==> config.mk <==
export PLATFORM = sky130hd
export DESIGN_NAME = mem_port_arbiter_flat
export DESIGN_NICKNAME = d
export VERILOG_FILES = /design/src/rtl/mem_port_arbiter_pkg.sv /design/src/rtl/mem_port_arbiter_if.sv /design/src/rtl/mem_port_arbiter_select.sv /design/src/rtl/mem_port_arbiter.sv /design/src/flat_wrapper.sv
export SDC_FILE = /design/constraint.sdc
export NUM_CORES = 1
export LEC_CHECK = 0
export CORE_MARGIN = 1.5
export CORE_UTILIZATION = 44
export DETAILED_ROUTE_END_ITERATION = 12
export HOLD_SLACK_MARGIN = 0.02
export PLACE_DENSITY = 0.83
export SLEW_MARGIN = 20
export SYNTH_ARGS = -nofsm -noshare
export SYNTH_HDL_FRONTEND = slang
export SYNTH_HIERARCHICAL = 1
export SYNTH_SLANG_ARGS = --single-unit
export TNS_END_PERCENT = 50
==> constraint.sdc <==
create_clock -name clk -period 4.2 [get_ports clk]
set_clock_uncertainty 0.15 [all_clocks]
set_input_delay 0.84 -clock clk [delete_from_list [all_inputs] [get_ports clk]]
set_output_delay 0.84 -clock clk [all_outputs]
set_load 0.005 [all_outputs]
==> src/rtl/mem_port_arbiter_pkg.sv <==
// Shared types for the unified-memory port arbiter: FSM states, access owner IDs, default widths.
package mem_port_arbiter_pkg;

    localparam int unsigned AW_DEF = 10;
    localparam int unsigned DW_DEF = 32;

    typedef enum logic [1:0] {
        ST_IDLE,
        ST_ISSUE,
        ST_WAIT
    } state_e;

    typedef enum logic {
        OWN_IF = 1'b0,
        OWN_DM = 1'b1
    } owner_e;

endpackage

==> src/rtl/mem_port_arbiter_if.sv <==
// Pipeline-side request/return bus plus the single memory port, bundled for the arbiter.
interface mem_port_arbiter_if #(
    parameter int unsigned AW = mem_port_arbiter_pkg::AW_DEF,
    parameter int unsigned DW = mem_port_arbiter_pkg::DW_DEF
);
    logic          halt;
    logic          if_req;
    logic [AW-1:0] if_addr;
    logic          if_gnt;
    logic          if_rvalid;
    logic [DW-1:0] if_rdata;
    logic          dm_req;
    logic          dm_we;
    logic [AW-1:0] dm_addr;
    logic [DW-1:0] dm_wdata;
    logic          dm_gnt;
    logic          dm_rvalid;
    logic [DW-1:0] dm_rdata;
    logic          mem_en;
    logic          mem_we;
    logic [AW-1:0] mem_addr;
    logic [DW-1:0] mem_wdata;
    logic [DW-1:0] mem_rdata;

    modport slave (
        input  halt, if_req, if_addr, dm_req, dm_we, dm_addr, dm_wdata, mem_rdata,
        output if_gnt, if_rvalid, if_rdata, dm_gnt, dm_rvalid, dm_rdata,
        output mem_en, mem_we, mem_addr, mem_wdata
    );

    modport master (
        output halt, if_req, if_addr, dm_req, dm_we, dm_addr, dm_wdata, mem_rdata,
        input  if_gnt, if_rvalid, if_rdata, dm_gnt, dm_rvalid, dm_rdata,
        input  mem_en, mem_we, mem_addr, mem_wdata
    );

endinterface

==> src/rtl/mem_port_arbiter_select.sv <==
// Open-slot winner selection: data has priority unless fetch has lost MAX_STARVE times in a row.
module mem_port_arbiter_select
    import mem_port_arbiter_pkg::*;
#(
    parameter int unsigned MAX_STARVE = 2
) (
    input  logic clk,
    input  logic rst_n,
    input  logic i_open,
    input  logic i_if_req,
    input  logic i_dm_req,
    output logic o_if_gnt,
    output logic o_dm_gnt
);

    localparam int unsigned SW = $clog2(MAX_STARVE + 1);

    logic [SW-1:0] r_starve;
    logic          w_starved;

    always_comb begin
        w_starved = (r_starve == SW'(MAX_STARVE));
        o_if_gnt  = i_open && i_if_req && (!i_dm_req || w_starved);
        o_dm_gnt  = i_open && i_dm_req && !o_if_gnt;
    end

    always_ff @(posedge clk or negedge rst_n) begin
        if (!rst_n) begin
            r_starve <= '0;
        end else if (o_dm_gnt && i_if_req) begin
            r_starve <= w_starved ? r_starve : r_starve + SW'(1);
        end else if (o_if_gnt || !i_if_req) begin
            r_starve <= '0;
        end
    end

endmodule

==> src/rtl/mem_port_arbiter.sv <==
// Single-port memory arbiter between instruction fetch and data access; one access per slot.
module mem_port_arbiter
    import mem_port_arbiter_pkg::*;
#(
    parameter int unsigned AW         = AW_DEF,
    parameter int unsigned DW         = DW_DEF,
    parameter int unsigned MEM_LAT    = 1,
    parameter int unsigned MAX_STARVE = 2
) (
    input logic               clk,
    input logic               rst_n,
    mem_port_arbiter_if.slave bus
);

    localparam int unsigned CW = $clog2(MEM_LAT + 1);

    state_e        r_state;
    logic [CW-1:0] r_cnt;
    owner_e        r_own;

    logic          w_last_wait;
    logic          w_open;
    logic          w_if_gnt;
    logic          w_dm_gnt;
    logic          w_acc_we;
    logic [AW-1:0] w_acc_addr;
    logic [DW-1:0] w_acc_wdata;

    always_comb begin
        w_last_wait = (r_state == ST_WAIT) && (r_cnt == CW'(1));
        w_open      = rst_n && !bus.halt &&
                      ((r_state == ST_IDLE) || ((r_state == ST_ISSUE) && bus.mem_we) || w_last_wait);
        w_acc_we    = w_dm_gnt && bus.dm_we;
        w_acc_addr  = w_dm_gnt ? bus.dm_addr : bus.if_addr;
        w_acc_wdata = w_acc_we ? bus.dm_wdata : '0;
        bus.if_gnt  = w_if_gnt;
        bus.dm_gnt  = w_dm_gnt;
    end

    mem_port_arbiter_select #(
        .MAX_STARVE(MAX_STARVE)
    ) u_select (
        .clk     (clk),
        .rst_n   (rst_n),
        .i_open  (w_open),
        .i_if_req(bus.if_req),
        .i_dm_req(bus.dm_req),
        .o_if_gnt(w_if_gnt),
        .o_dm_gnt(w_dm_gnt)
    );

    always_ff @(posedge clk or negedge rst_n) begin
        if (!rst_n) begin
            r_state       <= ST_IDLE;
            r_cnt         <= '0;
            r_own         <= OWN_IF;
            bus.mem_en    <= 1'b0;
            bus.mem_we    <= 1'b0;
            bus.mem_addr  <= '0;
            bus.mem_wdata <= '0;
            bus.if_rvalid <= 1'b0;
            bus.if_rdata  <= '0;
            bus.dm_rvalid <= 1'b0;
            bus.dm_rdata  <= '0;
        end else begin
            bus.if_rvalid <= 1'b0;
            bus.dm_rvalid <= 1'b0;
            bus.mem_en    <= 1'b0;
            bus.mem_we    <= 1'b0;
            bus.mem_addr  <= '0;
            bus.mem_wdata <= '0;

            if (w_last_wait) begin
                if (r_own == OWN_DM) begin
                    bus.dm_rdata  <= bus.mem_rdata;
                    bus.dm_rvalid <= 1'b1;
                end else begin
                    bus.if_rdata  <= bus.mem_rdata;
                    bus.if_rvalid <= 1'b1;
                end
            end

            case (r_state)
                ST_ISSUE: begin
                    if (bus.mem_we) begin
                        r_state <= ST_IDLE;
                    end else begin
                        r_state <= ST_WAIT;
                        r_cnt   <= CW'(MEM_LAT);
                    end
                end
                ST_WAIT: begin
                    if (w_last_wait) r_state <= ST_IDLE;
                    else             r_cnt   <= r_cnt - CW'(1);
                end
                default: r_state <= ST_IDLE;
            endcase

            // A new accept overrides the transition above, giving back-to-back issue.
            if (w_if_gnt || w_dm_gnt) begin
                r_state       <= ST_ISSUE;
                r_own         <= w_dm_gnt ? OWN_DM : OWN_IF;
                bus.mem_en    <= 1'b1;
                bus.mem_we    <= w_acc_we;
                bus.mem_addr  <= w_acc_addr;
                bus.mem_wdata <= w_acc_wdata;
            end
        end
    end

endmodule

==> src/flat_wrapper.sv <==
// flat-port wrapper written by rule: the top's interface ports become plain ports
module mem_port_arbiter_flat import mem_port_arbiter_pkg::*;
#(
    parameter int unsigned AW         = AW_DEF,
    parameter int unsigned DW         = DW_DEF,
    parameter int unsigned MEM_LAT    = 1,
    parameter int unsigned MAX_STARVE = 2
)
  (clk, rst_n, bus_halt, bus_if_req, bus_if_addr, bus_dm_req, bus_dm_we, bus_dm_addr, bus_dm_wdata, bus_mem_rdata, bus_if_gnt, bus_if_rvalid, bus_if_rdata, bus_dm_gnt, bus_dm_rvalid, bus_dm_rdata, bus_mem_en, bus_mem_we, bus_mem_addr, bus_mem_wdata);
  mem_port_arbiter_if #(.AW(AW), .DW(DW)) bus_i ();
  input logic clk;
  input logic rst_n;
  input wire logic [$bits(bus_i.halt)-1:0] bus_halt;
  input wire logic [$bits(bus_i.if_req)-1:0] bus_if_req;
  input wire logic [$bits(bus_i.if_addr)-1:0] bus_if_addr;
  input wire logic [$bits(bus_i.dm_req)-1:0] bus_dm_req;
  input wire logic [$bits(bus_i.dm_we)-1:0] bus_dm_we;
  input wire logic [$bits(bus_i.dm_addr)-1:0] bus_dm_addr;
  input wire logic [$bits(bus_i.dm_wdata)-1:0] bus_dm_wdata;
  input wire logic [$bits(bus_i.mem_rdata)-1:0] bus_mem_rdata;
  output wire logic [$bits(bus_i.if_gnt)-1:0] bus_if_gnt;
  output wire logic [$bits(bus_i.if_rvalid)-1:0] bus_if_rvalid;
  output wire logic [$bits(bus_i.if_rdata)-1:0] bus_if_rdata;
  output wire logic [$bits(bus_i.dm_gnt)-1:0] bus_dm_gnt;
  output wire logic [$bits(bus_i.dm_rvalid)-1:0] bus_dm_rvalid;
  output wire logic [$bits(bus_i.dm_rdata)-1:0] bus_dm_rdata;
  output wire logic [$bits(bus_i.mem_en)-1:0] bus_mem_en;
  output wire logic [$bits(bus_i.mem_we)-1:0] bus_mem_we;
  output wire logic [$bits(bus_i.mem_addr)-1:0] bus_mem_addr;
  output wire logic [$bits(bus_i.mem_wdata)-1:0] bus_mem_wdata;
  assign bus_i.halt = bus_halt;
  assign bus_i.if_req = bus_if_req;
  assign bus_i.if_addr = bus_if_addr;
  assign bus_i.dm_req = bus_dm_req;
  assign bus_i.dm_we = bus_dm_we;
  assign bus_i.dm_addr = bus_dm_addr;
  assign bus_i.dm_wdata = bus_dm_wdata;
  assign bus_i.mem_rdata = bus_mem_rdata;
  assign bus_if_gnt = bus_i.if_gnt;
  assign bus_if_rvalid = bus_i.if_rvalid;
  assign bus_if_rdata = bus_i.if_rdata;
  assign bus_dm_gnt = bus_i.dm_gnt;
  assign bus_dm_rvalid = bus_i.dm_rvalid;
  assign bus_dm_rdata = bus_i.dm_rdata;
  assign bus_mem_en = bus_i.mem_en;
  assign bus_mem_we = bus_i.mem_we;
  assign bus_mem_addr = bus_i.mem_addr;
  assign bus_mem_wdata = bus_i.mem_wdata;
  mem_port_arbiter #(.AW(AW), .DW(DW), .MEM_LAT(MEM_LAT), .MAX_STARVE(MAX_STARVE)) u_core (.clk(clk), .rst_n(rst_n), .bus(bus_i));
endmodule
==> summary.md, run 1 <==
• **number of different library cells in the post-synthesis netlist** 26
• **worst-path maximum fanout** 6
• **First DRT Iteration DRCs** 41
• **Synth Instances** 289
• **leading cell type in the layout, fill and taps excluded** sky130_fd_sc_hd__clkdlybuf4s50_1
• **CTS tree** done
• **H-tree depth reported by CTS** 4
• **Worst-path clk slew** 0.06 ns
• **total power draw** 4.13 mW
• **Setup-failing EPs final** 0
• **total number of clock tree sinks** 116
• **drt first pass iters** 4
• **die boundary height** 101 um
• **number of rows in the core area** 35
• **ratio of cells with drive above 1 in the final layout** 20.9%
• **P_sw** 953 uW
• **count of nets after finishing** 589
• **endpoint type of the worst setup path** output port
• **PortBufs** 201
• **clock root cell** sky130_fd_sc_hd__clkbuf_8
• **I/O Pins** 202
• **Longest Clk Path Bufs** 2
• **global-route wire length before repair** 15900 um
• **Post-Synthesis Mean Instance Area** 14.7 um2
• **core area** 9330 um2
• **worst reg2reg startpoint** u_core/r_state[0]
• **Fmax achieved** 304 MHz
• **minimum period implied by the final worst setup slack** 3.29 ns
• **setup repair after global routing missed its margin** no
• **number of buffers inserted for hold repair after clock tree synthesis** 0
• **dominant cell type by count on the critical path** sky130_fd_sc_hd__clkdlybuf4s50_1
• **CP Cell Sequence** clkdlybuf4s50_1, inv_1, o211a_1, nand2_1, a21oi_1, clkdlybuf4s50_1
• **diode insertion count for antenna repair** 0
• **highest ir drop seen on vdd** 0.342 mV
• **DRC Markers** 0
• **hold violation total from the final report** 0
• **total length of routed wires** 10200 um
• **Pint** 3.18 mW
• **Tightest Pin Transition** 0.878 ns
• **register area share after synthesis** 68.2%
• **net switching share of the total power** 23.1%
• **commonest cells after routing, fill and taps aside** sky130_fd_sc_hd__clkdlybuf4s50_1, sky130_fd_sc_hd__dfrtp_1, sky130_fd_sc_hd__mux2_2
• **worst endpoint required time** 3.21 ns
• **post-cts sizing count** 0
• **sort of element at the start of the critical path** input pin
• **via count** 3073
• **final slew viol count** 0
• **DIE AREA** 10300 um2
• **starting density of the core** 45.7%
• **clock insertion delay at the later pin of the skew report** 0.49 ns
• **vias in the first global route** 3174
• **number of buffers added by the clock tree synthesis step** 17
• **detail-routed net length per standard cell** 15.9 um
• **slowest stage cell, crit path** sky130_fd_sc_hd__clkdlybuf4s50_1
• **Yosys Warn Count** 6
• **Tightest Hold Check Type** input pin to async pin
• **worst-case register-to-register setup slack** 2.06 ns
• **max capacitance violation total** 0
• **P&R area growth vs syn** 64.3%
• **worst hold slack after final layout** 0.350 ns
• **category of the critical setup timing path** input pin to output port
• **Clock power frac** 35.2%
• **Pwr Density** 590 nW/um2
• **All-Layer GR Usage** 20.5%
• **Setup TNS Final** 0 ns
• **final global-route overflow total** 0
• **delay contributed by the slowest stage of the critical path** 0.56 ns
• **Relative slew margins** 41.4%
• **HPWL reported at the end of detailed placement** 7140 um
• **pin count of the biggest net entering global routing** 63
• **synthesized netlist net count** 380
• **total setup buffers inserted after CTS** 0
• **Register-to-Register Path Depth** 3
• **share of the cycle needed by the critical path after routing** 78.3%
• **initial antenna violation count** 0
• **combinational fraction of design power** 26.8%
• **Sequential Power Share** 38.0%
• **Crit path arrival time** 2.30 ns
• **horizontal extent of the die** 101 um
• **mapped cell area** 4260 um2
• **vias per inst** 4.80
• **run status** finished, final reports clean
• **post-synthesis register bit count** 116
• **worst r2r dst** u_core/bus.dm_rdata[27]
• **global placer's final weighted congestion** 0.758
• **Pleak** 3.12 nW
• **fill cell instance count of the final layout** 624
• **remaining antenna violation count after routing** 0
## logic make-up after synthesis
kind of cell               count (synthesis)  share of synthesized area [%]
muxes                                     64                           16.9
adders and majority gates                  1                          0.294
DFF                                      116                           68.2
and+or+nand+nor                           67                           9.40
AOI/OAI and AO/OA                         19                           2.67
buffers and inverters                     22                           2.56
## critical path: cells and delay by family
family	cells	cell delay (ns)
buffers and inverters	3	1.01
AND/OR/NAND/NOR	1	0.07
AO/OA/AOI/OAI	2	0.38
## cell type report
cell class / instances / area (um2) / area share, %
sequential: 116 / 2900 / 41.5
tap: 129 / 161 / 2.31
multi-input combinational: 151 / 1260 / 18.0
timing repair buffer: 206 / 2050 / 29.3
inverter: 6 / 22.5 / 0.322
clock buffer: 19 / 422 / 6.03
clock inverter: 13 / 183 / 2.61
## power groups by stage
stage          registers, mW  clock network, mW  logic (mW)
6_report                1.57               1.45        1.11
4_1_cts                 1.57               1.48        1.12
3_3_place_gp            1.57                  0        1.09
2_1_floorplan           1.61                  0       0.293
5_1_grt                 1.61               1.54        1.19
3_5_place_dp            1.59                  0        1.12
## metal layers
metal | global-route usage, % | vias to the layer above | wire length (um)
li1 | - | 1412 | -
met1 | 23.7 | 1488 | 4120
met2 | 33.7 | 153 | 4940
met3 | 8.56 | 20 | 895
met4 | 9.08 | 0 | 229
met5 | 0 | - | 0
## metrics by stage
step	area, um2	cells	setup WS, ns	utilization [%]
after floorplan	4260	289	1.85	-
after global placement	6390	608	0.918	68.5
after detailed placement	6390	608	0.940	68.5
after CTS	7000	640	0.906	75.0
after global routing	7000	640	0.840	75.0
final	7000	640	0.913	75.0
## how the worst max path moves through the flow
| stage | from | to |
|---|---|---|
| final | bus_halt | bus_if_gnt |
| after global routing | bus_halt | bus_if_gnt |
| after CTS | bus_halt | bus_if_gnt |
| after detailed placement | bus_halt | bus_if_gnt |
| after global placement | bus_halt | bus_if_gnt |
| after floorplan | bus_halt | bus_if_gnt |
## synthesized netlist by cell type
| cell type | count | share of area [%] |
|---|---|---|
| sky130_fd_sc_hd__a211o_1 | 1 | 0.21 |
| sky130_fd_sc_hd__a21o_1 | 1 | 0.18 |
| sky130_fd_sc_hd__a21oi_1 | 3 | 0.35 |
| sky130_fd_sc_hd__a22oi_1 | 1 | 0.18 |
| sky130_fd_sc_hd__and2_1 | 1 | 0.15 |
| sky130_fd_sc_hd__and2b_1 | 1 | 0.18 |
| sky130_fd_sc_hd__and2b_4 | 1 | 0.24 |
| sky130_fd_sc_hd__and3_1 | 32 | 4.7 |
| sky130_fd_sc_hd__and4bb_1 | 2 | 0.59 |
| sky130_fd_sc_hd__buf_2 | 3 | 0.35 |
| sky130_fd_sc_hd__buf_6 | 3 | 0.79 |
| sky130_fd_sc_hd__clkbuf_1 | 10 | 0.88 |
| sky130_fd_sc_hd__dfrtp_1 | 116 | 68 |
| sky130_fd_sc_hd__ha_1 | 1 | 0.29 |
| sky130_fd_sc_hd__inv_1 | 6 | 0.53 |
| sky130_fd_sc_hd__mux2_2 | 64 | 17 |
| sky130_fd_sc_hd__nand2_1 | 22 | 1.9 |
| sky130_fd_sc_hd__nand3_2 | 1 | 0.24 |
| sky130_fd_sc_hd__nor2_1 | 2 | 0.18 |
| sky130_fd_sc_hd__nor2b_1 | 1 | 0.15 |
| sky130_fd_sc_hd__nor2b_4 | 1 | 0.32 |
| sky130_fd_sc_hd__nor3b_4 | 1 | 0.44 |
| sky130_fd_sc_hd__o211a_1 | 1 | 0.24 |
| sky130_fd_sc_hd__o21a_1 | 2 | 0.35 |
| sky130_fd_sc_hd__o21ai_0 | 10 | 1.2 |
| sky130_fd_sc_hd__or2_2 | 2 | 0.29 |
## state kept, by name, summed over array words and instances, names as in the netlist
signal,cells
u_core/bus.dm_rdata,32
u_core/bus.dm_rvalid,1
u_core/bus.if_rdata,32
u_core/bus.if_rvalid,1
u_core/bus.mem_addr,10
u_core/bus.mem_en,1
u_core/bus.mem_wdata,32
u_core/bus.mem_we,1
u_core/r_cnt,1
u_core/r_own,1
u_core/r_state,2
u_core/u_select/r_starve,2
No activity file was read; power rests on OpenSTA's default activity.
==> run 2: changes to the inputs <==
--- a/config.mk
+++ b/config.mk
@@ -6,10 +6,10 @@
 export NUM_CORES = 1
 export LEC_CHECK = 0
 export CORE_MARGIN = 1.5
-export CORE_UTILIZATION = 44
+export CORE_UTILIZATION = 37
 export DETAILED_ROUTE_END_ITERATION = 12
 export HOLD_SLACK_MARGIN = 0.02
-export PLACE_DENSITY = 0.83
+export PLACE_DENSITY = 0.75
 export SLEW_MARGIN = 20
 export SYNTH_ARGS = -nofsm -noshare
 export SYNTH_HDL_FRONTEND = slang
==> constraint.sdc (replaced) <==
create_clock -name clk -period 2.86 [get_ports clk]
set_clock_uncertainty 0.15 [all_clocks]
set_input_delay 0.572 -clock clk [delete_from_list [all_inputs] [get_ports clk]]
set_output_delay 0.572 -clock clk [all_outputs]
set_load 0.005 [all_outputs]
==> run 2 against run 1 <==
Against the previous run:
- setup slack lost 0.78 ns
- sequential power grew 48%
- final cell count is 1.6% higher
- largest cell class unchanged
- register-to-register slack got worse by 1.4 ns
==> summary.md, run 2 (synthesis results as in run 1) <==
• **top layer reached by signal wires** met4, unchanged
• **share of the cycle needed by the critical path after routing** 95.3%
• **CP Cell Sequence** inv_1, a21oi_1, o211a_1, nand2_1, a21oi_4, clkdlybuf4s50_1, was clkdlybuf4s50_1, inv_1, o211a_1, nand2_1, a21oi_1, clkdlybuf4s50_1
• **minimum period implied by the final worst setup slack** 2.73 ns
• **H-tree depth reported by CTS** 4, unchanged
• **HPWL reported at the end of detailed placement** 7140 um, about the same
• **I/O Pins** 202, unchanged
• **worst endpoint required time** 2.14 ns, was 3.21 ns
• **setup repair after global routing missed its margin** no, unchanged
• **Pleak** 3.12 nW, about the same
• **count of nets after finishing** 589, unchanged
• **pin count of the biggest net entering global routing** 117, was 63
• **run status** finished, final reports clean, unchanged
• **vias in the first global route** 3225, was 3174
• **CTS tree** done, unchanged
• **met2 wire length** 5180 um, was 4940 um
• **number of buffers added by the clock tree synthesis step** 17, unchanged
• **initial antenna violation count** 0, unchanged
• **endpoint type of the worst setup path** output port, unchanged
• **vias per inst** 4.69, was 4.80
• **Fmax achieved** 367 MHz
• **slowest stage cell, crit path** sky130_fd_sc_hd__clkdlybuf4s50_1, unchanged
• **global placer's final weighted congestion** 0.707, was 0.758
• **total length of routed wires** 10400 um, was 10200 um
• **horizontal extent of the die** 110 um, was 101 um
• **drt first pass iters** 4, unchanged
• **Tightest Hold Check Type** input pin to async pin, unchanged
• **number of buffers inserted for hold repair after clock tree synthesis** 0, unchanged
• **detail-routed net length per standard cell** 15.9 um, about the same
• **DIE AREA** 12200 um2, was 10300 um2
• **total number of clock tree sinks** 116, unchanged
• **core area** 11000 um2, was 9330 um2
• **Relative slew margins** 38.5%, was 41.4%
• **Longest Clk Path Bufs** 2, unchanged
• **diode insertion count for antenna repair** 0, unchanged
• **total length of routed met3 wires** 1030 um, was 895 um
• **commonest cells after routing, fill and taps aside** sky130_fd_sc_hd__clkdlybuf4s50_1, sky130_fd_sc_hd__dfrtp_1, sky130_fd_sc_hd__mux2_2, unchanged
• **number of rows in the core area** 38, was 35
• **Pwr Density** 853 nW/um2, was 590 nW/um2
• **highest ir drop seen on vdd** 0.452 mV, was 0.342 mV
• **M1 wire length** 4000 um, was 4120 um
• **worst hold slack after final layout** 0.135 ns, was 0.350 ns
• **final slew viol count** 0, unchanged
• **PortBufs** 201, unchanged
• **Setup-failing EPs final** 0, unchanged
• **delay contributed by the slowest stage of the critical path** 0.53 ns, was 0.56 ns
• **max capacitance violation total** 0, unchanged
• **P&R area growth vs syn** 64.4%, was 64.3%
• **ratio of cells with drive above 1 in the final layout** 21.0%, was 20.9%
• **category of the critical setup timing path** flip-flop to output port, was input pin to output port
• **die boundary height** 110 um, was 101 um
• **sort of element at the start of the critical path** flip-flop, was input pin
• **leading cell type in the layout, fill and taps excluded** sky130_fd_sc_hd__clkdlybuf4s50_1, unchanged
• **remaining antenna violation count after routing** 0, unchanged
• **All-Layer GR Usage** 17.8%, was 20.5%
• **First DRT Iteration DRCs** 95, was 41
• **via count** 3048, was 3073
• **clock insertion delay at the later pin of the skew report** 0.40 ns, was 0.49 ns
• **global-route wire length before repair** 15900 um, about the same
• **Tightest Pin Transition** 0.923 ns, was 0.878 ns
• **DRC Markers** 0, unchanged
• **Setup TNS Final** 0 ns, unchanged
• **starting density of the core** 38.6%, was 45.7%
• **Crit path arrival time** 2.00 ns, was 2.30 ns
• **clock root cell** sky130_fd_sc_hd__clkbuf_16, was sky130_fd_sc_hd__clkbuf_8
• **Worst-path clk slew** 0.05 ns, was 0.06 ns
• **worst-path maximum fanout** 3, was 6
• **fill cell instance count of the final layout** 874, was 624
• **final global-route overflow total** 0, unchanged
• **hold violation total from the final report** 0, unchanged
• **Regs by FF count** u_core/bus.dm_rdata (32), u_core/bus.if_rdata (32), u_core/bus.mem_wdata (32), unchanged
## run 2: layout make-up
type	count	area, um2	share of cell area (%)
Clock buffer	22	474	6.77
Clock inverter	9	104	1.48
Inverter	6	22.5	0.322
Multi-Input combinational cell	151	1260	18.0
Sequential cell	116	2900	41.5
Tap cell	140	175	2.50
Timing Repair Buffer	206	2060	29.4
## run 2: final timing paths
kind / startpoint / end / depth (start not counted) / slack, ns
max in group asynchronous: rst_n / u_core/bus.if_rdata[31] / 2 / 1.95
min in group clk: u_core/bus.dm_rdata[18] / u_core/bus.dm_rdata[18] / 1 / 0.35
max: u_core/r_cnt / bus_dm_gnt / 6 / 0.13
max reg2reg: u_core/r_state[1] / u_core/bus.dm_rdata[5] / 3 / 0.68
min: rst_n / u_core/bus.dm_rdata[15] / 2 / 0.13
min reg2reg: u_core/bus.dm_rdata[18] / u_core/bus.dm_rdata[18] / 1 / 0.35
## run 2: critical path, delay by kind of cell (launching register included)
| family | cells | cell delay [ns] |
|---|---|---|
| buffers and inverters | 2 | 0.64 |
| AO/OA/AOI/OAI | 3 | 0.49 |
| flip-flops | 1 | 0.38 |
| AND/OR/NAND/NOR | 1 | 0.10 |
## run 2: what timing repair did
| item | CTS | global route |
|---|---|---|
| pin swaps | 0 | 1 |
| setup buffers | 0 | 1 |
| endpoints found under the setup margin | 1 | 2 |
| resized for setup | 1 | 0 |
## run 2: report_power, final
part           internal (mW)  switching [mW]  leakage (nW)
clock                   1.34           0.697         0.282
combinational           1.17           0.451          1.39
sequential              2.09           0.227          1.45
## run 2: stage by stage
step / setup WS, ns / power, mW / std cells / cell area, um2 / util, %
global placement: 0.110 / 3.91 / 618 / 6410 / 58.1
floorplan: 0.922 / 2.79 / 289 / 4260 / -
detailed placement: 0.0838 / 3.98 / 618 / 6410 / 58.1
global route: 0.0337 / 6.30 / 650 / 7000 / 63.5
finish: 0.133 / 5.97 / 650 / 7000 / 63.5
CTS: 0.0513 / 6.05 / 649 / 6990 / 63.4
## run 2: routing by layer
| metal | up-vias | GRT usage (%) |
|---|---|---|
| li1 | 1416 | - |
| met1 | 1484 | 19.6 |
| met2 | 137 | 30.2 |
| met3 | 11 | 7.52 |
| met4 | 0 | 7.23 |
| met5 | - | 0 |
==> run 3: changes to the inputs <==
--- a/config.mk
+++ b/config.mk
@@ -5,8 +5,9 @@
 export SDC_FILE = /design/constraint.sdc
 export NUM_CORES = 1
 export LEC_CHECK = 0
+export ABC_AREA = 1
 export CORE_MARGIN = 1.5
-export CORE_UTILIZATION = 37
+export CORE_UTILIZATION = 38
 export DETAILED_ROUTE_END_ITERATION = 12
 export HOLD_SLACK_MARGIN = 0.02
 export PLACE_DENSITY = 0.75
==> run 3 against run 2 <==
Against the previous run:
- critical path depth is 1 higher
- sequential cell count stayed put
- maximum frequency is 2.8% lower
- setup slack worse by 0.080 ns
- non-clock buffer count is 10 higher
- final cell count is 28% higher
- first-iteration DRC count grew to 3.0 times the previous value
- sequential share of layout area is 1.6 points lower
- via count is 35% higher
- synthesized cell count is 65% higher
- total power is 13% higher
==> summary.md, run 3 <==
• **category of the critical setup timing path** input pin to output port, was flip-flop to output port
• **Longest Clk Path Bufs** 2, unchanged
• **Synth Instances** 478, was 289
• **pin count of the biggest net entering global routing** 69, was 117
• **P&R area growth vs syn** 61.8%, was 64.4%
• **I/O Pins** 202, unchanged
• **total number of clock tree sinks** 116, unchanged
• **EDFF count, synth** 0, unchanged
• **Tightest Hold Check Type** input pin to async pin, unchanged
• **minimum period implied by the final worst setup slack** 2.81 ns, was 2.73 ns
• **clock root cell** sky130_fd_sc_hd__clkbuf_16, unchanged
• **detail-routed net length per standard cell** 15.1 um, was 15.9 um
• **non-filler cells in the finished layout** 835, was 650
• **top_reg_cell synth** sky130_fd_sc_hd__dfrtp_1, unchanged
• **number of different library cells in the post-synthesis netlist** 15, was 26
• **remaining antenna violation count after routing** 0, unchanged
• **vias per inst** 4.92, was 4.69
• **max capacitance violation total** 0, unchanged
• **Worst-path clk slew** 0.05 ns, about the same
• **Crit path arrival time** 2.08 ns, was 2.00 ns
• **instance area after placement** 6670 um2, was 6410 um2
• **clock insertion delay at the later pin of the skew report** 0.40 ns, about the same
• **final instance area** 7280 um2, was 7000 um2
• **final global-route overflow total** 0, unchanged
• **Yosys Warn Count** 6, unchanged
• **Placed Instances** 804, was 618
• **DIE AREA** 12500 um2, was 12200 um2
• **ratio of cells with drive above 1 in the final layout** 8.24%, was 21.0%
• **drt first pass iters** 6, was 4
• **Pleak** 3.64 nW, was 3.12 nW
• **global placer's final weighted congestion** 0.798, was 0.707
• **diode insertion count for antenna repair** 0, unchanged
• **number of buffers added by the clock tree synthesis step** 17, unchanged
• **Relative slew margins** 45.4%, was 38.5%
• **Pint** 4.77 mW, was 4.60 mW
• **slowest stage cell, crit path** sky130_fd_sc_hd__clkdlybuf4s50_1, unchanged
• **most used standard cell by instance count after synthesis** sky130_fd_sc_hd__nand2_1, was sky130_fd_sc_hd__dfrtp_1
• **most frequent cells after synthesis** sky130_fd_sc_hd__nand2_1, sky130_fd_sc_hd__dfrtp_1, sky130_fd_sc_hd__nand4_1, was sky130_fd_sc_hd__dfrtp_1, sky130_fd_sc_hd__mux2_2, sky130_fd_sc_hd__and3_1
• **worst hold slack after final layout** 0.164 ns, was 0.135 ns
• **via count** 4107, was 3048
• **synthesized netlist net count** 569, was 380
• **Post-Route Utilization** 63.5%, about the same
• **dominant cell type by count on the critical path** sky130_fd_sc_hd__clkdlybuf4s50_1
• **Synth area leaders** sky130_fd_sc_hd__dfrtp_1, sky130_fd_sc_hd__nand2_1, sky130_fd_sc_hd__nand4_1, was sky130_fd_sc_hd__dfrtp_1, sky130_fd_sc_hd__mux2_2, sky130_fd_sc_hd__and3_1
• **asr flop ratio synth** 100%, unchanged
• **Pwr Density** 925 nW/um2, was 853 nW/um2
• **global-route wire length before repair** 20900 um, was 15900 um
• **total length of routed wires** 12600 um, was 10400 um
• **H-tree depth reported by CTS** 4, unchanged
• **fill cell instance count of the final layout** 920, was 874
• **CTS tree** done, unchanged
• **worst endpoint required time** 2.14 ns, about the same
• **delay contributed by the slowest stage of the critical path** 0.51 ns, was 0.53 ns
• **share of the cycle needed by the critical path after routing** 98.1%, was 95.3%
• **worst-path maximum fanout** 4, was 3
• **commonest cells after routing, fill and taps aside** sky130_fd_sc_hd__clkdlybuf4s50_1, sky130_fd_sc_hd__nand2_1, sky130_fd_sc_hd__dfrtp_1, was sky130_fd_sc_hd__clkdlybuf4s50_1, sky130_fd_sc_hd__dfrtp_1, sky130_fd_sc_hd__mux2_2
• **horizontal extent of the die** 112 um, was 110 um
• **area share of the leading cell type in the synthesized netlist** 64.5%, was 68.2%
• **Sequential Power Share** 36.2%, was 38.8%
• **PortBufs** 201, unchanged
• **core area** 11500 um2, was 11000 um2
• **highest ir drop seen on vdd** 0.459 mV, was 0.452 mV
• **Setup-failing EPs final** 0, unchanged
• **count of nets after finishing** 771, was 589
• **Post-Synthesis Mean Instance Area** 9.41 um2, was 14.7 um2
• **Fmax achieved** 356 MHz, was 367 MHz
• **Setup TNS Final** 0 ns, unchanged
• **First DRT Iteration DRCs** 282, was 95
• **initial antenna violation count** 0, unchanged
• **net switching share of the total power** 29.2%, was 23.0%
• **run status** finished, final reports clean, unchanged
• **combinational fraction of design power** 32.0%, was 27.1%
• **setup repair after global routing missed its margin** no, unchanged
• **P_sw** 1.96 mW, was 1.37 mW
• **sort of element at the start of the critical path** input pin, was flip-flop
• **Clock power frac** 31.8%, was 34.1%
• **die boundary height** 112 um, was 110 um
• **starting density of the core** 39.2%, was 38.6%
• **final slew viol count** 0, unchanged
• **HPWL reported at the end of detailed placement** 8770 um, was 7140 um
• **Regs by FF count** u_core/bus.dm_rdata (32), u_core/bus.if_rdata (32), u_core/bus.mem_wdata (32), unchanged
• **DRC Markers** 0, unchanged
• **CP Cell Sequence** clkdlybuf4s50_1, inv_1, nand2_1, a21oi_2, nand2_2, nor2_4, clkdlybuf4s50_1, was inv_1, a21oi_1, o211a_1, nand2_1, a21oi_4, clkdlybuf4s50_1
• **vias in the first global route** 4239, was 3225
• **endpoint type of the worst setup path** output port, unchanged
• **mapped cell area** 4500 um2, was 4260 um2
• **post-synthesis cell type with the largest combined area** sky130_fd_sc_hd__dfrtp_1, unchanged
• **number of rows in the core area** 39, was 38
• **leading cell type in the layout, fill and taps excluded** sky130_fd_sc_hd__clkdlybuf4s50_1, unchanged
• **Tightest Pin Transition** 0.820 ns, was 0.923 ns
• **All-Layer GR Usage** 21.2%, was 17.8%
• **post-synthesis register bit count** 116, unchanged
• **register area share after synthesis** 64.5%, was 68.2%
• **hold violation total from the final report** 0, unchanged
## run 3: cell types whose count changed in the layout (fill, tap and decap cells not counted), sizes merged, moves of 6 or more
cell / before / now
nor2: 2 / 44
inv: 6 / 49
nand2: 22 / 150
nand4: 0 / 66
and3: 32 / 0
mux2: 64 / 0
o21ai: 10 / 4
nand3: 1 / 11
buf: 6 / 16
## run 3: cell families (layout without fill, tap and decap cells)
kind of cell,after synthesis,in the layout,synth area share (%)
AOI/OAI and AO/OA,8,8,0.890
adders and majority gates,1,1,0.278
buffers and inverters,82,296,7.34
DFF,116,116,64.5
and+or+nand+nor,271,271,27.0
## run 3: what timing repair did
action,4_1_cts,5_1_grt
endpoints found under the setup margin,2,1
setup buffers,0,0
endpoints found under the hold margin,0,0
gates resized for setup,2,2
hold buffers,0,0
## run 3: critical path: cells and delay by family
kind                   cells  cell delay, ns
AO/OA/AOI/OAI              1            0.20
buffers and inverters      3            0.96
AND/OR/NAND/NOR            3            0.33
## run 3: through the flow
stage / power, mW / setup slack (ns)
after floorplan: 3.20 / 0.823
after global placement: 4.54 / -0.0400
after detailed placement: 4.62 / -0.0352
after CTS: 6.81 / 0.00569
after global routing: 7.12 / 0.00246
final: 6.73 / 0.0537
## run 3: path summary, 6_finish.rpt
kind / end / startpoint / slack [ns] / cells after the start
worst max register to register: u_core/bus.mem_addr[6] / u_core/r_state[0] / 0.75 / 11
worst min register to register: u_core/bus.if_rdata[14] / u_core/bus.if_rdata[14] / 0.32 / 2
worst max-delay path: bus_if_gnt / bus_halt / 0.05 / 7
max in group asynchronous: u_core/bus.if_rdata[5] / rst_n / 1.11 / 3
worst min-delay path: u_core/bus.if_rdata[25] / rst_n / 0.16 / 2
min in group clk: u_core/bus.if_rdata[14] / u_core/bus.if_rdata[14] / 0.32 / 2
## run 3: power by group through the flow
| stage | registers, mW | logic [mW] | clock network (mW) |
|---|---|---|---|
| 3_3_place_gp | 2.44 | 2.10 | 0 |
| 5_1_grt | 2.50 | 2.37 | 2.26 |
| 4_1_cts | 2.45 | 2.18 | 2.18 |
| 2_1_floorplan | 2.45 | 0.752 | 0 |
| 6_report | 2.44 | 2.15 | 2.14 |
| 3_5_place_dp | 2.46 | 2.16 | 0 |
## run 3: layout make-up
class / instances / area [um2] / area share (%)
flip-flops and latches: 116 / 2900 / 39.9
repair buffers: 216 / 2130 / 29.3
multi-input cells: 280 / 1280 / 17.6
clock buffers: 21 / 470 / 6.46
inverters: 49 / 184 / 2.53
well taps: 143 / 179 / 2.46
clock inverters: 10 / 130 / 1.79
## run 3: metal layers
metal | up-vias | wire length, um | GRT usage [%]
met5 | - | 0 | 0
li1 | 1938 | - | -
met1 | 1937 | 4780 | 24.2
met3 | 23 | 1400 | 8.71
met2 | 209 | 6130 | 35.5
met4 | 0 | 274 | 8.02
